--- config.mk ---
export PLATFORM = sky130hd
export DESIGN_NAME = fetch_stage_flat
export DESIGN_NICKNAME = d
export VERILOG_FILES = /design/src/rtl/fetch_stage_pkg.sv /design/src/rtl/fetch_stage_if.sv /design/src/rtl/fetch_stage_ifid_reg.sv /design/src/rtl/fetch_stage.sv /design/src/flat_wrapper.sv
export SDC_FILE = /design/constraint.sdc
export NUM_CORES = 1
export LEC_CHECK = 0
export ABC_AREA = 1
export BUFFER_PORTS_ARGS = -buffer_cell sky130_fd_sc_hd__buf_2
export CAP_MARGIN = 20
export CORE_ASPECT_RATIO = 2
export CORE_UTILIZATION = 35
export DETAILED_ROUTE_END_ITERATION = 8
export GPL_TIMING_DRIVEN = 0
export SLEW_MARGIN = 10
export SYNTH_ARGS = -nofsm -noshare
export SYNTH_HDL_FRONTEND = slang
export SYNTH_HIERARCHICAL = 1
export SYNTH_SLANG_ARGS = --single-unit
--- constraint.sdc ---
create_clock -name clock -period 4.1 [get_ports clock]
set_clock_uncertainty 0.1 [all_clocks]
set_input_delay 0.82 -clock clock [delete_from_list [all_inputs] [get_ports clock]]
set_output_delay 0.82 -clock clock [all_outputs]
set_load 0.005 [all_outputs]
--- src/rtl/fetch_stage_pkg.sv ---
// Shared constants, state encoding and address helper for the IF stage
// and its pipeline register.
package fetch_stage_pkg;

   localparam logic [31:0] PC_RESET_DEFAULT  = 32'h0000_0000;
   localparam logic [31:0] NOP_INSTR_DEFAULT = 32'h0000_0000;

   typedef enum logic [1:0] {
      FETCH   = 2'd0,
      HOLD    = 2'd1,
      DISCARD = 2'd2
   } fetch_state_t;

   function automatic logic [31:0] word_align(input logic [31:0] a);
      return a & ~32'd3;
   endfunction

endpackage

--- src/rtl/fetch_stage_if.sv ---
// Instruction-memory request/acknowledge bus between the IF stage (master)
// and the instruction memory (slave).
interface fetch_stage_if;
   logic        req;
   logic [31:0] addr;
   logic        ack;
   logic [31:0] rdata;

   modport master (output req, addr, input ack, rdata);
   modport slave  (input req, addr, output ack, rdata);
endinterface

--- src/rtl/fetch_stage_ifid_reg.sv ---
// IF/ID pipeline register with flush > hold > load priority; an idle cycle
// (no hold, no load) inserts a bubble.
module ifid_reg
   import fetch_stage_pkg::*;
#(
   parameter logic [31:0] NOP_INSTR = NOP_INSTR_DEFAULT
) (
   input  logic        clock,
   input  logic        reset,
   input  logic        flush,
   input  logic        hold,
   input  logic        load,
   input  logic [31:0] load_instr,
   input  logic [31:0] load_pc4,
   output logic [31:0] instr,
   output logic [31:0] pc4,
   output logic        valid
);

   always_ff @(posedge clock or negedge reset) begin
      if (!reset) begin
         instr <= NOP_INSTR;
         pc4   <= '0;
         valid <= 1'b0;
      end else if (flush) begin
         instr <= NOP_INSTR;
         valid <= 1'b0;
      end else if (!hold) begin
         if (load) begin
            instr <= load_instr;
            pc4   <= load_pc4;
            valid <= 1'b1;
         end else begin
            instr <= NOP_INSTR;
            valid <= 1'b0;
         end
      end
   end

endmodule

--- src/rtl/fetch_stage.sv ---
// IF stage: PC register, imem req/ack FSM with one-entry skid buffer and
// stale-fetch discard, feeding the IF/ID pipeline register.
module fetch_stage
   import fetch_stage_pkg::*;
#(
   parameter logic [31:0] PC_RESET  = PC_RESET_DEFAULT,
   parameter logic [31:0] NOP_INSTR = NOP_INSTR_DEFAULT
) (
   input  logic                 clock,
   input  logic                 reset,
   input  logic                 pc_write,
   input  logic                 ifid_write,
   input  logic                 bubble_ifid,
   input  logic                 PCSrc,
   input  logic [31:0]          branch_target,
   input  logic                 Jump,
   input  logic [31:0]          jump_target,
   fetch_stage_if.master        imem,
   output logic [31:0]          pc,
   output logic [31:0]          ifid_instr,
   output logic [31:0]          ifid_pc4,
   output logic                 ifid_valid
);

   fetch_state_t state;
   logic         req_q;
   logic [31:0]  redirect_pc;
   logic [31:0]  skid_instr;
   logic [31:0]  skid_pc4;

   logic         redirect;
   logic [31:0]  target;
   logic [31:0]  pc_plus4;
   logic         ack_ok;
   logic         ifid_load;
   logic [31:0]  ifid_load_instr;
   logic [31:0]  ifid_load_pc4;

   assign imem.req  = req_q;
   assign imem.addr = pc;

   // PCSrc belongs to the older instruction, so it wins over Jump.
   assign redirect = PCSrc | Jump;
   assign target   = word_align(PCSrc ? branch_target : jump_target);
   assign pc_plus4 = pc + 32'd4;
   assign ack_ok   = req_q & imem.ack;

   always_comb begin
      ifid_load       = 1'b0;
      ifid_load_instr = imem.rdata;
      ifid_load_pc4   = pc_plus4;
      case (state)
         FETCH:   ifid_load = ack_ok & ~redirect;
         HOLD: begin
            ifid_load       = ~redirect;
            ifid_load_instr = skid_instr;
            ifid_load_pc4   = skid_pc4;
         end
         default: ifid_load = 1'b0;
      endcase
   end

   // req only rises a cycle after reset release, so a stale ack from an
   // abandoned pre-reset request is ignored while req_q is still low.
   always_ff @(posedge clock or negedge reset) begin
      if (!reset) begin
         state       <= FETCH;
         pc          <= word_align(PC_RESET);
         req_q       <= 1'b0;
         redirect_pc <= '0;
         skid_instr  <= NOP_INSTR;
         skid_pc4    <= '0;
      end else begin
         case (state)
            FETCH: begin
               if (!req_q) begin
                  req_q <= 1'b1;
                  if (redirect) pc <= target;
               end else if (redirect) begin
                  if (imem.ack) begin
                     pc <= target;
                  end else begin
                     redirect_pc <= target;
                     state       <= DISCARD;
                  end
               end else if (imem.ack) begin
                  if (ifid_write) begin
                     skid_instr <= imem.rdata;
                     skid_pc4   <= pc_plus4;
                     state      <= HOLD;
                     req_q      <= 1'b0;
                  end else if (!pc_write) begin
                     pc <= pc_plus4;
                  end
               end
            end
            HOLD: begin
               if (redirect) begin
                  pc    <= target;
                  state <= FETCH;
                  req_q <= 1'b1;
               end else if (!ifid_write) begin
                  pc    <= skid_pc4;
                  state <= FETCH;
                  req_q <= 1'b1;
               end
            end
            DISCARD: begin
               if (redirect) redirect_pc <= target;
               if (imem.ack) begin
                  pc    <= redirect ? target : redirect_pc;
                  state <= FETCH;
               end
            end
            default: state <= FETCH;
         endcase
      end
   end

   ifid_reg #(
      .NOP_INSTR(NOP_INSTR)
   ) u_ifid (
      .clock      (clock),
      .reset      (reset),
      .flush      (bubble_ifid),
      .hold       (ifid_write),
      .load       (ifid_load),
      .load_instr (ifid_load_instr),
      .load_pc4   (ifid_load_pc4),
      .instr      (ifid_instr),
      .pc4        (ifid_pc4),
      .valid      (ifid_valid)
   );

endmodule

--- src/flat_wrapper.sv ---
// flat-port wrapper written by rule: the top's interface ports become plain ports
module fetch_stage_flat import fetch_stage_pkg::*;
#(
   parameter logic [31:0] PC_RESET  = PC_RESET_DEFAULT,
   parameter logic [31:0] NOP_INSTR = NOP_INSTR_DEFAULT
)
  (clock, reset, pc_write, ifid_write, bubble_ifid, PCSrc, branch_target, Jump, jump_target, pc, ifid_instr, ifid_pc4, ifid_valid, imem_req, imem_addr, imem_ack, imem_rdata);
  fetch_stage_if imem_i ();
  input  logic clock;
  input  logic reset;
  input  logic pc_write;
  input  logic ifid_write;
  input  logic bubble_ifid;
  input  logic PCSrc;
  input  logic [31:0] branch_target;
  input  logic Jump;
  input  logic [31:0] jump_target;
  output logic [31:0] pc;
  output logic [31:0] ifid_instr;
  output logic [31:0] ifid_pc4;
  output logic ifid_valid;
  output wire logic [$bits(imem_i.req)-1:0] imem_req;
  output wire logic [$bits(imem_i.addr)-1:0] imem_addr;
  input wire logic [$bits(imem_i.ack)-1:0] imem_ack;
  input wire logic [$bits(imem_i.rdata)-1:0] imem_rdata;
  assign imem_req = imem_i.req;
  assign imem_addr = imem_i.addr;
  assign imem_i.ack = imem_ack;
  assign imem_i.rdata = imem_rdata;
  fetch_stage #(.PC_RESET(PC_RESET), .NOP_INSTR(NOP_INSTR)) u_core (.clock(clock), .reset(reset), .pc_write(pc_write), .ifid_write(ifid_write), .bubble_ifid(bubble_ifid), .PCSrc(PCSrc), .branch_target(branch_target), .Jump(Jump), .jump_target(jump_target), .imem(imem_i), .pc(pc), .ifid_instr(ifid_instr), .ifid_pc4(ifid_pc4), .ifid_valid(ifid_valid));
endmodule
# Word-level counts from Yosys, hierarchy flattened

Index checks and enable logic that the tools add are counted.

Add/subtract/negate cells: 1
$mul: 0
Divide/modulo/power cells: 0
$lt $le $gt $ge: 0
Eq/ne operators: 15
Shift operators: 0
Muxes and demuxes: 42
Bitwise logic cells: 6
Reduce and logical (&&, ||, !) cells: 10

Operator list:

| operator                                                                 | number |
|---|---|
| 32-bit 2-to-1 mux                                                        | 20 |
| 32-bit case mux with 3 select lines                                      | 1 |
| 32-bit case mux with 2 select lines                                      | 1 |
| 32-bit by 3-bit adder with 32-bit output (second input constant)         | 1 |
| 2-bit 2-to-1 mux                                                         | 8 |
| 3-bit by 2-bit inequality test with 1-bit output (second input constant) | 5 |
| 1-bit 2-to-1 mux                                                         | 9 |
| 7-bit AND reduction                                                      | 1 |
| 2-bit by 1-bit inequality test with 1-bit output (second input constant) | 3 |
| 3-bit inequality test (second input constant)                            | 2 |
| 2-bit case mux with 3 select lines                                       | 1 |
| 6-bit AND reduction                                                      | 1 |
| 5-bit AND reduction                                                      | 1 |
| 2-bit inequality test (second input constant)                            | 2 |
| 1-bit case mux with 2 select lines                                       | 2 |
| 4-bit AND reduction                                                      | 1 |
| 2-bit nonzero test                                                       | 2 |
| 3-bit by 1-bit inequality test with 1-bit output (second input constant) | 1 |
| 1-bit inverter                                                           | 3 |
| 3-bit AND reduction                                                      | 1 |
| 3-bit nonzero test                                                       | 1 |
| 1-bit bitwise AND                                                        | 2 |
| 2-bit by 1-bit == test with 1-bit output (second input constant)         | 1 |
| 2-bit == test (second input constant)                                    | 1 |
| 3 further kinds                                                          | 3 |

Register bits after elaboration: 196
Latch bits: 0
Memory bits (writable): 0
Bits in read-only memories: 0
Input bits: 104
Output and inout port bits: 130
Logic and storage cells: 83
Memories kept: 0

# Longest topological paths before layout

Gate-level depths: netlist (run 1).

Depth after elaboration: 7
Mapped depth: 12
Gate-level depth less buffers: 12

# By module

Netlist (run 1), hierarchy kept.

By module, submodules not included:

| module      | times used | cells an instance | area an instance (µm²) |
|---|---|---|---|
| fetch_stage | 1          | 1347              | 8660.8 |
| ifid_reg    | 1          | 283               | 2875.3 |

# Least setup slack after synthesis (run 1)

No wires, ideal clock.

Kind: input-to-reg
Start: in Jump
End: reg u_core.u_ifid.pc4[23]
Library setup time: 0.065 ns
Arrival time: 2.103 ns
Data required time: 3.935 ns
Slack: 1.832 ns
Stages: 9
Cell sequence: nor2_4 buf_2 buf_2 nand3_1 o21ai_0 clkbuf_4 clkbuf_8 nand3_1 nand2_1

Word-level cells in the longest chain between the ends: 5

RTL lines:

| what                                     | RTL line                             | RTL |
|---|---|---|
| start, declared                          | flat_wrapper.sv:16                   | `input logic Jump;` |
| 1-bit OR (*)                             | fetch_stage.sv:43                    | `assign redirect = PCSrc \| Jump;` |
| 1-bit inverter (*)                       | fetch_stage.sv:53, fetch_stage.sv:55 |  |
| 1-bit bitwise AND                        | fetch_stage.sv:53                    | `FETCH: ifid_load = ack_ok & ~redirect;` |
| 1-bit case mux with 2 select lines (*)   | fetch_stage.sv:52                    | `case (state)` |
| via u_core.ifid_load                     | fetch_stage.sv:35                    | `logic ifid_load;` |
| 3-bit AND reduction (no source line) (*) | --                                   |  |
| end signal, assigned                     | fetch_stage_ifid_reg.sv:31           | `pc4 <= load_pc4;` |
| end, declared                            | fetch_stage_ifid_reg.sv:16           | `output logic [31:0] pc4,` |

Mark *: on every way through the listed nets, which the timed path passes. The rest lies on a longest branch.
A chain may end at the register's enable or synchronous reset.

# Final worst setup path (run 1)

Start: reg u_core.state[1]
End: reg u_core.u_ifid.instr[0]

Word-level cells in the longest chain between the ends: 5

RTL lines:

| what                                     | RTL line                   | RTL |
|---|---|---|
| start, declared                          | fetch_stage.sv:25          | `fetch_state_t state;` |
| start signal, assigned                   | fetch_stage.sv:67          | `state <= FETCH;` |
| start signal, assigned                   | fetch_stage.sv:84          | `state <= DISCARD;` |
| start signal, assigned                   | fetch_stage.sv:90          | `state <= HOLD;` |
| 2-bit by 1-bit == test with 1-bit output | fetch_stage.sv:52          |  |
| 32-bit 2-to-1 mux                        | fetch_stage.sv:52          |  |
| via u_core.ifid_load_instr[0]            | fetch_stage.sv:36          | `logic [31:0] ifid_load_instr;` |
| 32-bit 2-to-1 mux                        | fetch_stage_ifid_reg.sv:29 | `if (load) begin` |
| 32-bit 2-to-1 mux                        | fetch_stage_ifid_reg.sv:28 | `end else if (!hold) begin` |
| 32-bit 2-to-1 mux                        | fetch_stage_ifid_reg.sv:25 | `end else if (flush) begin` |
| end signal, assigned                     | fetch_stage_ifid_reg.sv:30 | `instr <= load_instr;` |
| end, declared                            | fetch_stage_ifid_reg.sv:15 | `output logic [31:0] instr,` |

The timed path passes the listed nets, and every way through them passes these cells. The select of a mux whose other input is x is not followed.

==> flow_summary.json, run 1 <==
{
  "placed_cells": 2287,
  "dieArea_um2": 33700,
  "numClockSinks": 196,
  "syn_nets": 1739,
  "vdd_drop_max_v": 0.000341,
  "synth_cell_type_count": 39,
  "netlist_instances": 1630,
  "cp_slowest_cell": "clkbuf_1",
  "post_cts_resized": 0,
  "period_needed_ns": 3.19,
  "max_stage_delay_ns": 0.70,
  "initial_core_util": 0.357,
  "design_area_um2": 13800,
  "p_per_area_nw_per_um2": 635,
  "setup_viol": 0,
  "cp.arrival_ns": 3.49,
  "crit_chain": "inv_1 -> ha_1 -> inv_2 -> buf_2 -> clkbuf_1 -> clkbuf_1 -> nand2_1 -> o21ai_0 -> nand3_2 -> nand2_1",
  "hp-class": "primary input to async pin",
  "worstMarginPinSlew_ns": 0.877,
  "dp_hpwl_um": 33900,
  "pwr-share-seq": 0.380,
  "cts_made_buffers": 17,
  "synth_top_area_frac": 0.425,
  "ys_warn_count": 6,
  "grt_max_degree": 101,
  "clkLatencyLatePin_ns": 0.46,
  "diodes": 0,
  "synth-seq-cells": 196,
  "min_period_over_period": 0.779,
  "reg2reg_from": "u_core/state[1]$_DFFE_PN0P_",
  "cts_tree": "built",
  "fin_tns_setup_ns": 0,
  "finalHoldViolCount": 0,
  "critPathLaunch": "u_core/state[1]$_DFFE_PN0P_",
  "dpl_worst_slack_ns": 0.860,
  "fin_nets": 1988,
  "fmax_mhz": 313,
  "rsz0062_at_grt": "no",
  "grt-ovfl-total": 0,
  "grt_first_pass_wirelength_um": 63300,
  "fin_ws_ns": 0.905,
  "start_kind": "flip-flop",
  "drt_wl_total_um": 42000,
  "stdcell_count": 2319,
  "rows": 93,
  "crit_fanout": 10,
  "slew_violations": 0,
  "path_buf_inv": 5,
  "synthTopCellsByArea": "dfrtp_1, nand2_1, o21ai_0",
  "drive_above_1_share": 0.211,
  "vias": 11416,
  "drt_iter0_markers": 696,
  "clkTransAtPathRegs_ns": 0.08,
  "status": "finished, final reports clean",
  "power.total_mw": 8.79,
  "core-area_um2": 32300,
  "pwr-share-clk": 0.195,
  "synth_top_area_cell": "dfrtp_1",
  "first_global_vias": 11171,
  "cp-end-kind": "flip-flop",
  "post_cts_buffers": 0,
  "yosys_most_used_dff": "dfrtp_1",
  "io_buffers": 229,
  "post_drt_via_cell_ratio": 4.92,
  "relSlewSlack": 0.415,
  "critPathRequiredTime_ns": 4.40,
  "synth.avg_cell_area_um2": 7.08,
  "n_fill_cell": 3468,
  "critical_path_class": "flip-flop to flip-flop",
  "holdBufCountCts": 0,
  "cts_max_level": 4,
  "dpl-instance-area_um2": 13300,
  "comb_power_share": 0.425,
  "sw_frac_of_total": 0.436,
  "antenna_left": 0,
  "die_h_um": 259,
  "grt_use_total": 0.257,
  "drt_first_pass_iters": 5,
  "io_pins": 234,
  "max_cap_viol_count": 0,
  "ys_async_sr_fraction": 1.00,
  "synth_edf_count": 0,
  "switching_power_mw": 3.83,
  "path_delay_family": "buffers and inverters",
  "wire_per_inst_um": 18.1,
  "power_leakage_nw": 7.35,
  "intPower_mw": 4.96,
  "clockRootBuffer": "clkbuf_16",
  "synthesis.area_um2": 11500,
  "area_growth_pct": 20.0,
  "die_w_um": 130,
  "gp_congestion": 1.00,
  "drc": 0,
  "ys_seq_area_frac": 0.425,
  "antenna_found_initial": 0,
  "clock_path_buffers": 2
}
## power groups by stage
| stage | logic (mW) | clock network (mW) | registers, mW |
|---|---|---|---|
| after floorplan | 2.34 | 0 | 3.16 |
| after global placement | 3.65 | 0 | 3.35 |
| after detailed placement | 3.73 | 0 | 3.37 |
| after CTS | 3.75 | 1.76 | 3.34 |
| after global routing | 4.20 | 1.83 | 3.44 |
| final | 3.73 | 1.72 | 3.34 |
## cell usage after synthesis, types with 5 or more instances
library cell and instances:
nand3_2 32, a21oi_1 87, clkbuf_1 29, buf_2 26, nand3_1 90, inv_1 131, xor2_1 5, o21ai_0 162
o21ai_1 39, nand2_1 622, dfrtp_1 196, buf_1 8, buf_4 49, ha_1 5, inv_2 6, nor2_1 93
a31oi_1 8, buf_12 7
## worst paths after layout
| path | cells past startpoint | slack, ns | endpoint |
|---|---|---|---|
| setup / recovery | 10 | 0.91 | u_core/u_ifid/instr[0]$_DFFE_PN0P_ |
| hold / removal | 1 | 0.32 | u_core/imem.req$_DFFE_PN0P_ |
| setup reg to reg | 10 | 0.91 | u_core/u_ifid/instr[0]$_DFFE_PN0P_ |
| hold reg to reg | 2 | 0.37 | u_core/u_ifid/pc4[15]$_DFFE_PN0P_ |
| max in group asynchronous | 2 | 2.59 | u_core/skid_instr[5]$_DFFE_PN0P_ |
| min in group clock | 2 | 0.37 | u_core/u_ifid/pc4[15]$_DFFE_PN0P_ |
## final cells by class
class | count | area [µm²] | share of cell area
Inverter | 138 | 518 | 0.0374
Tap cell | 427 | 534 | 0.0386
Clock inverter | 13 | 146 | 0.0106
Sequential cell | 196 | 4900 | 0.354
Timing Repair Buffer | 230 | 1180 | 0.0855
Clock buffer | 19 | 443 | 0.0320
Buffer | 125 | 837 | 0.0605
Multi-Input combinational cell | 1171 | 5280 | 0.381
## registers in the layout (all words and copies together), names as in the netlist
signal and count:
u_core/u_ifid/instr 32, u_core/u_ifid/valid 1, u_core/skid_instr 32, u_core/imem.req 1
u_core/state 2, u_core/u_ifid/pc4 32, u_core/imem.addr 32, u_core/skid_pc4 32
u_core/redirect_pc 32
## routing by layer
| layer | wire length [µm] | vias to the layer above | GRT usage |
|---|---|---|---|
| met2 | 22900 | 378 | 0.486 |
| met3 | 1530 | 96 | 0.0252 |
| met1 | 14900 | 5305 | 0.263 |
| met5 | 0 | - | 0 |
| li1 | - | 5637 | - |
| met4 | 2580 | 0 | 0.162 |
## stage by stage
stage           util  hold slack, ns
5_1_grt        0.428           0.372
6_report       0.428           0.320
3_3_place_gp   0.409           0.352
4_1_cts        0.428           0.335
3_5_place_dp   0.410           0.355
2_1_floorplan      -           0.349
## layout by cell type (no fill, tap or decap), types with 3 or more instances in the layout
cell       synthesis  routed
o21ai_1           39      39
buf_1              8       8
ha_1               5       5
xor2_1             5       5
inv_1            131     131
nand2_1          622     622
nor2_1            93      93
nand3_2           32      32
inv_2              6       6
nand3_1           90      90
nor2_4             4       4
clkinv_4           0       6
a21oi_1           87      87
o21ai_0          162     162
dfrtp_1          196     196
a31oi_1            8       8
buf_12             7       7
clkbuf_1          29      30
buf_6              3       3
nand2_2            4       4
xnor2_1            3       3
clkbuf_16          0      17
buf_2             26     254
buf_4             49      49
## cells by family (layout without fill, tap and decap cells)
family | count (synthesis) | after routing | share of synthesized area
XOR/XNOR | 8 | 8 | 0.00607
adder cells (fa/ha/maj) | 5 | 5 | 0.00542
AO/OA/AOI/OAI | 306 | 306 | 0.136
multiplexers | 1 | 1 | 0.000976
buffers and inverters | 263 | 525 | 0.117
AND/OR/NAND/NOR | 851 | 851 | 0.309
flip-flops | 196 | 196 | 0.425
No activity file was read; power rests on OpenSTA's default activity.
==> run 2, diff against run 1 <==
Clock period 4.1 ns to 3 ns, I/O delays scaled along.
==> run 2 against run 1 <==
  * Sequential power rose by 37%
  * Hold slack got worse by 0.23 ns
  * First-iteration DRC count grew 6.8%
  * Sequential cell count unchanged
  * Via count increased by 0.14%
  * Global-route usage barely moved
  * Combinational power is 37% higher
  * Sequential share of layout area is essentially flat
  * Register-to-register slack worse by 0.71 ns
  * Largest cell class unchanged
  * Largest power group unchanged
==> flow_summary.json, run 2 (synthesized netlist as in run 1, its figures left out) <==
{
  "diodes": 0,
  "grt_use_total": 0.257,
  "path_delay_family": "buffers and inverters",
  "power_leakage_nw": 7.35,
  "post_cts_buffers": 0,
  "comb_power_share": 0.424,
  "clkTransAtPathRegs_ns": 0.07,
  "post_drt_via_cell_ratio": 4.93,
  "clockRootBuffer": "clkbuf_16",
  "fin_tns_setup_ns": 0,
  "rows": 93,
  "crit_fanout": 10,
  "mostFrequentLayoutCell": "nand2_1",
  "sw_frac_of_total": 0.435,
  "wire_per_inst_um": 18.1,
  "dp_hpwl_um": 33900,
  "drt_wl_total_um": 41800,
  "initial_core_util": 0.357,
  "max_cap_viol_count": 0,
  "core-area_um2": 32300,
  "vdd_drop_max_v": 0.000470,
  "path_buf_inv": 4,
  "cp-end-kind": "flip-flop",
  "dieArea_um2": 33700,
  "grt_first_pass_wirelength_um": 63200,
  "finalHoldViolCount": 0,
  "first_global_vias": 11177,
  "p_per_area_nw_per_um2": 868,
  "stdcell_count": 2318,
  "drt_iter0_markers": 743,
  "grt_max_degree": 101,
  "io_buffers": 229,
  "antenna_found_initial": 0,
  "intPower_mw": 6.78,
  "worstMarginPinSlew_ns": 0.796,
  "period_needed_ns": 2.80,
  "rsz0062_at_grt": "no",
  "vias": 11432,
  "numClockSinks": 196,
  "cts_max_level": 4,
  "max_stage_delay_ns": 0.50,
  "die_w_um": 130,
  "cts_made_buffers": 17,
  "setup_viol": 0,
  "pwr-share-seq": 0.381,
  "placed_cells": 2287,
  "status": "finished, final reports clean",
  "fin_nets": 1987,
  "relSlewSlack": 0.470,
  "fmax_mhz": 357,
  "cp.arrival_ns": 3.05,
  "area_growth_pct": 20.0,
  "drt_first_pass_iters": 5,
  "drive_above_1_share": 0.212,
  "antenna_left": 0,
  "pwr-share-clk": 0.195,
  "final_cell_mix": "nand2_1, buf_2, dfrtp_1",
  "switching_power_mw": 5.23,
  "register_area_um2": 4900,
  "hp-class": "primary input to async pin",
  "min_period_over_period": 0.934,
  "slew_violations": 0,
  "multi_input_area_um2": 5280,
  "grt-ovfl-total": 0,
  "cts_tree": "built",
  "n_fill_cell": 3467,
  "start_kind": "flip-flop",
  "drc": 0,
  "die_h_um": 259,
  "cp_slowest_cell": "buf_1",
  "critical_path_class": "flip-flop to flip-flop",
  "clkLatencyLatePin_ns": 0.46,
  "clock_path_buffers": 2,
  "crit_chain": "inv_1 -> ha_1 -> buf_2 -> buf_1 -> clkbuf_1 -> o21ai_0 -> nand3_1 -> nand2_1",
  "io_pins": 234,
  "critPathRequiredTime_ns": 3.25,
  "gp_congestion": 1.00
}
[run 2: power by group through the flow]
| stage | clock network (mW) | logic [mW] | registers [mW] |
|---|---|---|---|
| after floorplan | 0 | 3.19 | 4.32 |
| after CTS | 2.40 | 5.12 | 4.56 |
| after detailed placement | 0 | 5.10 | 4.60 |
| after global routing | 2.50 | 5.74 | 4.70 |
| after global placement | 0 | 4.99 | 4.58 |
| final | 2.35 | 5.10 | 4.57 |
[run 2: layout make-up]
type,count,area share
Multi-Input combinational cell,1171,0.381
Clock inverter,13,0.0106
Inverter,138,0.0374
Timing Repair Buffer,230,0.0855
Sequential cell,196,0.354
Tap cell,427,0.0386
Clock buffer,19,0.0320
Buffer,124,0.0602
[run 2: metal layers]
layer	part of all wire	global-route usage	vias to the layer above
li1	-	-	5637
met2	0.55	0.487	371
met4	0.060	0.160	0
met3	0.036	0.0252	96
met5	0	0	-
met1	0.35	0.261	5328
[run 2: path summary, 6_finish.rpt]
check | startpoint | depth (start not counted) | slack [ns] | end
setup / recovery | u_core/state[1]$_DFFE_PN0P_ | 8 | 0.20 | u_core/u_ifid/pc4[19]$_DFFE_PN0P_
hold / removal | reset | 1 | 0.09 | u_core/imem.req$_DFFE_PN0P_
setup reg to reg | u_core/state[1]$_DFFE_PN0P_ | 8 | 0.20 | u_core/u_ifid/pc4[19]$_DFFE_PN0P_
hold reg to reg | u_core/u_ifid/pc4[15]$_DFFE_PN0P_ | 2 | 0.37 | u_core/u_ifid/pc4[15]$_DFFE_PN0P_
max in group asynchronous | reset | 2 | 1.72 | u_core/skid_instr[5]$_DFFE_PN0P_
min in group clock | imem_rdata[12] | 3 | 0.27 | u_core/skid_instr[12]$_DFFE_PN0P_
[run 2: per-stage QoR]
| step | util | cell area (µm²) | setup slack [ns] | hold WS, ns | power, mW |
|---|---|---|---|---|---|
| floorplan | - | 11500 | 0.952 | 0.204 | 7.52 |
| global placement | 0.409 | 13200 | -2.30 | 0.352 | 9.57 |
| detailed placement | 0.410 | 13300 | -0.240 | 0.355 | 9.70 |
| CTS | 0.428 | 13800 | 0.226 | 0.115 | 12.1 |
| global route | 0.428 | 13800 | 0.0132 | 0.154 | 12.9 |
| finish | 0.428 | 13800 | 0.197 | 0.0932 | 12.0 |
[run 2: worst register-to-register path: cells and delay by family (launching register included)]
kind / cells / cell delay, ns
AO/OA/AOI/OAI: 1 / 0.21
adder cells (fa/ha/maj): 1 / 0.39
buffers and inverters: 4 / 1.41
flip-flops: 1 / 0.41
AND/OR/NAND/NOR: 2 / 0.18
[run 2: repair_timing]
| item | 4_1_cts | 5_1_grt |
|---|---|---|
| gates resized for setup | 0 | 0 |
| setup endpoints to repair | 10 | 0 |
| hold buffers | 0 | 0 |
